[src/rtl/font_reader.sv]
`default_nettype none
// font_reader: two-stage pixel pipeline that maps a 64x16 text window onto an 8-glyph message register.
// Build macro FONT_READER_SCALE2_EN: 128x32 window with every glyph pixel doubled to 2x2.
module font_reader #(
    parameter logic [9:0] X0 = 10'd288,
    parameter logic [9:0] Y0 = 10'd232
) (
    input  logic       clk,
    input  logic       reset_n,
    input  logic       pixel_tick,
    input  logic       video_on,
    input  logic [9:0] pixel_x,
    input  logic [9:0] pixel_y,
    input  logic       wr_en,
    input  logic [2:0] wr_idx,
    input  logic [2:0] wr_code,
    output logic       wr_ack,
    output logic [2:0] direccion,
    output logic [3:0] rom,
    input  logic [7:0] rom_data,
    output logic       text_pixel
);

`ifdef FONT_READER_SCALE2_EN
    localparam logic [9:0] WIN_W = 10'd128;
    localparam logic [9:0] WIN_H = 10'd32;
`else
    localparam logic [9:0] WIN_W = 10'd64;
    localparam logic [9:0] WIN_H = 10'd16;
`endif

    logic [10:0] dx_full, dy_full;
    logic [5:0]  sx;
    logic [3:0]  sy;
    logic        in_win;

    logic [2:0] msg_q [8];
    logic [2:0] msg_d [8];
    logic [2:0] dir_q, dir_d;
    logic [3:0] rom_q, rom_d;
    logic [2:0] bit_q, bit_d;
    logic       win_q, win_d;
    logic       pix_q, pix_d;
    logic       ack_q, ack_d;

    // Bit 10 is the borrow: pixels left of / above the window can never wrap into it.
    always_comb begin
        dx_full = {1'b0, pixel_x} - {1'b0, X0};
        dy_full = {1'b0, pixel_y} - {1'b0, Y0};
        in_win  = ~dx_full[10] & ~dy_full[10] &
                  (dx_full[9:0] < WIN_W) & (dy_full[9:0] < WIN_H);
`ifdef FONT_READER_SCALE2_EN
        sx = dx_full[6:1];
        sy = dy_full[4:1];
`else
        sx = dx_full[5:0];
        sy = dy_full[3:0];
`endif
    end

    always_comb begin
        msg_d = msg_q;
        if (wr_en) begin
            msg_d[wr_idx] = wr_code;
        end
        ack_d = wr_en;
        dir_d = dir_q;
        rom_d = rom_q;
        bit_d = bit_q;
        win_d = win_q;
        pix_d = pix_q;
        if (pixel_tick) begin
            // Stage 1 reads msg_q, so a same-edge write is only seen on the next tick.
            dir_d = msg_q[sx[5:3]];
            rom_d = sy;
            bit_d = sx[2:0];
            win_d = in_win & video_on;
            pix_d = win_q & rom_data[~bit_q];
        end
    end

    always_ff @(posedge clk or negedge reset_n) begin
        if (!reset_n) begin
            msg_q[0] <= 3'd1;
            msg_q[1] <= 3'd2;
            msg_q[2] <= 3'd3;
            msg_q[3] <= 3'd4;
            msg_q[4] <= 3'd5;
            msg_q[5] <= 3'd6;
            msg_q[6] <= 3'd0;
            msg_q[7] <= 3'd0;
            dir_q    <= 3'd0;
            rom_q    <= 4'd0;
            bit_q    <= 3'd0;
            win_q    <= 1'b0;
            pix_q    <= 1'b0;
            ack_q    <= 1'b0;
        end else begin
            msg_q <= msg_d;
            dir_q <= dir_d;
            rom_q <= rom_d;
            bit_q <= bit_d;
            win_q <= win_d;
            pix_q <= pix_d;
            ack_q <= ack_d;
        end
    end

    assign wr_ack     = ack_q;
    assign direccion  = dir_q;
    assign rom        = rom_q;
    assign text_pixel = pix_q;

endmodule
`default_nettype wire

[config.mk]
export PLATFORM = sky130hd
export DESIGN_NAME = font_reader
export DESIGN_NICKNAME = d
export VERILOG_FILES = /design/src/rtl/font_reader.sv
export SDC_FILE = /design/constraint.sdc
export NUM_CORES = 1
export LEC_CHECK = 0
export BUFFER_PORTS_ARGS = -buffer_cell sky130_fd_sc_hd__buf_2
export CAP_MARGIN = 20
export CORE_UTILIZATION = 35
export DETAILED_ROUTE_END_ITERATION = 10
export HOLD_SLACK_MARGIN = 0.06
export SLEW_MARGIN = 20
export SYNTH_ARGS = -nofsm -noshare
export SYNTH_HDL_FRONTEND = slang
export SYNTH_SLANG_ARGS = --single-unit
[constraint.sdc]
create_clock -name clk -period 1.9 [get_ports clk]
set_input_delay 0.38 -clock clk [delete_from_list [all_inputs] [get_ports clk]]
set_output_delay 0.38 -clock clk [all_outputs]
set_load 0.03 [all_outputs]
==> impl_metrics.toml, run 1 <==
[route]
wl_um = 3615
remaining_drc_errors = 0
wl_per_cell_um = 14.46
via_count = 1205
drtAntennaViolNets = 0
drt_iter0_drc = 26
via_per_inst = 4.820
drt_pass1_iterations = 4

[timing]
worst_pin_slew_ns = 0.4686
skew_ns = 0.007782
hold_slack_ns = 0.04343
hold_viol_final = 0
tns_ns = 0
fmax_ghz = 0.7760
setup_viol = 0
period_needed_ns = 1.289
rsz0062_at_grt = "no"
slew_violations = 0
fin_crit_sh_pct = 67.82
relSlewSlack_pct = 68.52

[synthesis]
syn_area_um2 = 1826
synth_fp_nets = 171
synth_edf_count = 0
yosysWarnings = 0
avgSynthCellArea_um2 = 14.04
ys.flop_type = "dfrtp_1"
postSynthCellCount = 130
ys_types = 27
ys_ff_latch = 37
ys_seq_area_share_pct = 51.34
async_flop_share_pct = 100.0

[placed_design]
placed_cells = 242
post-dp-hpwl_um = 2860
dpl-instance-area_um2 = 2147
port_buffers = 47
place.gp.congestion = 0.7425

[critical_path]
endpoint_kind = "register"
reg2reg_slack_ns = 0.61
required_ns = 2.06
critPathSlowestCell = "mux4_2"
cp_data_arrival_time_ns = 1.45
cpPeakStageDelay_ns = 0.51
path_max_fanout = 3
crit_chain = "mux4_2 -> mux2i_1 -> o22ai_1"
criticalPathCategory = "reg -> reg"
critPathLaunchType = "register"

[layout]
final_cell_mix = "buf_2 (47), mux2_2 (31), dfrtp_1 (28)"
final_common_cell = "buf_2"
utilization_pct = 46.38
fill_cells = 472
layout.cells.non_filler = 250
design_area_um2 = 2263
drive_gt1_share_pct = 58.47
diodes = 0
nets = 223
area_delta_synth_final_pct = 23.99

[floorplanning]
fp.dieW_um = 74.22
die_h_um = 74.22
start_util_pct = 37.41
io_pins = 48
num_rows = 25
coreArea_um2 = 4880
dieArea_um2 = 5509

[pwr]
ir_worst_vdd_uv = 514.3
powerDensity_nw_per_um2 = 950.7
power.leakage_nw = 0.9947

[cts]
post_cts_buffers = 0
cts_tree = "built"
path_clk_slew_ns = 0.07
postCtsResizedCells = 0
htree_levels = 2
cts_buffers = 5
clk_latency_ns = 0.28
root_buffer = "clkbuf_8"
holdBufCountCts = 0
cts_sinks = 37
cts.path.max_buffers = 2

[global_route]
grt_overflow = 0
grt_pass1_wl_um = 5706
grt_pass1_vias = 1179
grt_usage_pct = 14.24
antenna_found_initial = 0
grt_max_degree = 21

[status]
status = "finished clean"

[run]
drv_cap = 0

[hold_path]
hold_class = "in -> async"
sequential cells by signal, indices dropped and copies added, names as in the netlist:
| signal | cells |
|---|---|
| bit_q | 3 |
| direccion | 3 |
| msg_q | 24 |
| rom | 4 |
| text_pixel | 1 |
| win_q | 1 |
| wr_ack | 1 |
area by class of cell:
class	instances	area [µm²]	share of cell area, %
repair buffers	48	255.2	11.28
multi-input cells	83	844.6	37.31
clock buffers	7	86.33	3.814
inverters	7	26.28	1.161
flip-flops and latches	37	937.1	41.40
clock inverters	1	30.03	1.327
well taps	67	83.83	3.704
synthesized netlist by cell type (3+ instances only):
master	n	area [µm²]
a31oi_1	5	31.28
dfrtp_1	28	700.7
dfstp_2	9	236.5
inv_1	7	26.28
mux2_2	31	349.1
mux4_2	8	180.2
nand2_1	8	30.03
nand4b_1	3	26.28
nor2_1	3	11.26
nor3_1	5	25.02
xor2_1	3	26.28
worst max-delay path, delay by kind of cell (launching register included):
family / cells / cell delay (ns)
AO/OA/AOI/OAI: 1 / 0.10
flip-flops: 1 / 0.40
multiplexers: 2 / 0.67
through the flow:
step           power (W)  worst slack (ns)
6_report        0.002152            0.6114
5_1_grt         0.002270            0.5213
4_1_cts         0.002189            0.5972
3_5_place_dp    0.001482            0.3008
3_3_place_gp    0.001456            0.3788
2_1_floorplan   0.001313            0.5879
final timing paths:
| kind | startpoint | to | cells after the start |
|---|---|---|---|
| setup / recovery | bit_q[0] | text_pixel | 3 |
| hold / removal | reset_n | msg_q[5] | 1 |
| setup reg to reg | bit_q[0] | text_pixel | 3 |
| hold reg to reg | rom[2] | rom[2] | 1 |
| max in group asynchronous | reset_n | msg_q[7] | 2 |
| min in group clk | wr_en | wr_ack | 1 |
cells by family after synthesis:
| logic type | count (synthesis) | share of synthesized area (%) |
|---|---|---|
| muxes | 40 | 29.54 |
| DFF | 37 | 51.34 |
| and+or+nand+nor | 27 | 9.733 |
| AOI/OAI and AO/OA | 10 | 3.701 |
| buffers and inverters | 10 | 2.399 |
| xor gates and xnor gates | 4 | 1.919 |
| adders and majority gates | 2 | 1.371 |
routing by layer:
metal / global-route usage (%) / vias up / wire length, µm
li1: - / 589 / -
met1: 18.29 / 575 / 1648
met2: 22.22 / 37 / 1678
met3: 4.065 / 4 / 225
met4: 6.918 / 0 / 63
met5: 0 / - / 0
report_power, final:
group	switching [W]	internal (W)	total, W
combinational	0.000191	0.000235	0.000426
sequential	0.0000749	0.000959	0.00103
clock	0.000265	0.000428	0.000692
Note: power is estimated with default switching activity, not from simulation.
==> run 2, diff against run 1 <==
==> constraint.sdc (replaced) <==
create_clock -name clk -period 1.1 [get_ports clk]
set_input_delay 0.22 -clock clk [delete_from_list [all_inputs] [get_ports clk]]
set_output_delay 0.22 -clock clk [all_outputs]
set_load 0.03 [all_outputs]
==> run 2 against run 1 <==
  * The run now ends with setup timing left
  * Utilization grew 3.9 points
  * Sequential cell count is the same
  * Design area grew 8.3%
  * Non-clock buffer count grew 20
  * First-iteration DRC count is the same
  * Register-to-register slack lost 0.78 ns
  * Via count grew 11%
  * Critical endpoint unchanged
  * Largest cell class unchanged
  * Highest routed layer unchanged
==> impl_metrics.toml, run 2 (synthesized netlist as in run 1, its figures left out) <==
[critical_path]
cpPeakStageDelay_ns = 0.51
reg2reg_slack_ns = -0.17
cp_data_arrival_time_ns = 1.44
endpoint_kind = "register"
critPathSlowestCell = "mux4_2"
critPathLaunchType = "register"
required_ns = 1.27
critPathTopFamily = "multiplexers"
criticalPathCategory = "reg -> reg"
crit_buf_inv = 0
path_max_fanout = 3
crit_chain = "mux4_2 -> mux2i_1 -> o22ai_1"

[global_route]
grt_pass1_vias = 1284
grt_usage_pct = 15.34
grt_overflow = 0
grt_max_degree = 38
grt_pass1_wl_um = 6092
antenna_found_initial = 0

[floorplanning]
fp.dieW_um = 74.22
dieArea_um2 = 5509
die_h_um = 74.22
num_rows = 25
coreArea_um2 = 4880
io_pins = 48
start_util_pct = 37.41

[timing]
setup_slack_ns = -0.1730
rsz0062_at_grt = "yes"
fmax_ghz = 0.7855
slew_violations = 0
relSlewSlack_pct = 83.15
period_needed_ns = 1.273
setup_viol = 4
hold_viol_final = 0
skew_ns = 0.002348
fin_crit_sh_pct = 115.7
worst_pin_slew_ns = 0.2525

[cts]
path_clk_slew_ns = 0.07
cts.path.max_buffers = 2
cts_sinks = 37
cts_buffers = 5
htree_levels = 2
clk_latency_ns = 0.28
cts_tree = "built"
root_buffer = "clkbuf_8"

[layout]
drive_gt1_share_pct = 64.04
layout.cells.non_filler = 270
utilization_pct = 50.26
design_area_um2 = 2452
nets = 243
diodes = 0
final_cell_mix = "buf_2 (41), mux2_2 (31), dfrtp_1 (28)"
largest_reg_flops = 24
final_common_cell = "buf_2"
largest_register = "msg_q"
fill_cells = 453
area_delta_synth_final_pct = 34.34

[route]
met1Wirelength_um = 1676
via_count = 1338
via_per_inst = 4.956
drt_pass1_iterations = 3
dr_wl_met3_um = 177
wl_um = 3958
remaining_drc_errors = 0
drt_iter0_drc = 26
wl_met2_um = 2045
wl_per_cell_um = 14.66
drtAntennaViolNets = 0
topRoutingLayerUsed = "met4"

[placed_design]
post-place-ws_ns = -0.2120
placed_cells = 254
dpl-instance-area_um2 = 2245
place.gp.congestion = 0.7950
port_buffers = 47
post-dp-hpwl_um = 3063

[pwr]
p_total_w = 0.003867
powerDensity_nw_per_um2 = 1577
ir_worst_vdd_uv = 737.7
power.leakage_nw = 1.102

[status]
violations = "setup timing"
status = "finished, violations left"

[run]
drv_cap = 0

[hold_path]
hold_class = "in -> reg"
run 2: per-layer routing:
metal  GRT usage (%)  up-vias
met5               0        -
met2           26.26       34
li1                -      627
met1           18.30      670
met3           4.336        7
met4           6.080        0
run 2: stage by stage:
stage | TNS (ns) | hold WS (ns)
final | -0.2154 | 0.1114
after global routing | -0.4912 | 0.09151
after CTS | -0.2267 | 0.1003
after detailed placement | -3.179 | 0.2011
after global placement | -2.320 | 0.1944
after floorplan | -0.1063 | -0.07559
run 2: final cells by class:
class | count | area, µm² | area share, %
clock buffer | 6 | 82.58 | 3.367
clock inverter | 2 | 37.54 | 1.531
inverter | 7 | 26.28 | 1.071
multi-input combinational | 83 | 862.1 | 35.15
sequential | 37 | 937.1 | 38.21
tap | 67 | 83.83 | 3.418
timing repair buffer | 68 | 422.9 | 17.24
run 2: power breakdown:
group / internal [W] / switching, W
Combinational: 0.000505 / 0.000349
Clock: 0.000737 / 0.000480
Sequential: 0.00166 / 0.000140
Total: 0.00290 / 0.000969
run 2: worst register-to-register path, stage by stage, from the launching register on:
cell and delay, ns:
dfrtp_1 0.42, mux4_2 0.51, mux2i_1 0.15, o22ai_1 0.08
run 2: timing repair:
| action | CTS | global route |
|---|---|---|
| setup buffers | 2 | 5 |
| hold buffers | 1 | 0 |
| pin swaps | 8 | 0 |
| resized for setup | 0 | 14 |
| endpoints found under the hold margin | 28 | 0 |
| endpoints found under the setup margin | 4 | 11 |
run 2: path summary, 6_finish.rpt:
check	startpoint	endpoint	depth (start not counted)
max	bit_q[0]	text_pixel	3
min	wr_en	wr_ack	1
max reg2reg	bit_q[0]	text_pixel	3
min reg2reg	rom[2]	rom[2]	1
max in group asynchronous	reset_n	msg_q[9]	3
min in group asynchronous	reset_n	msg_q[1]	3
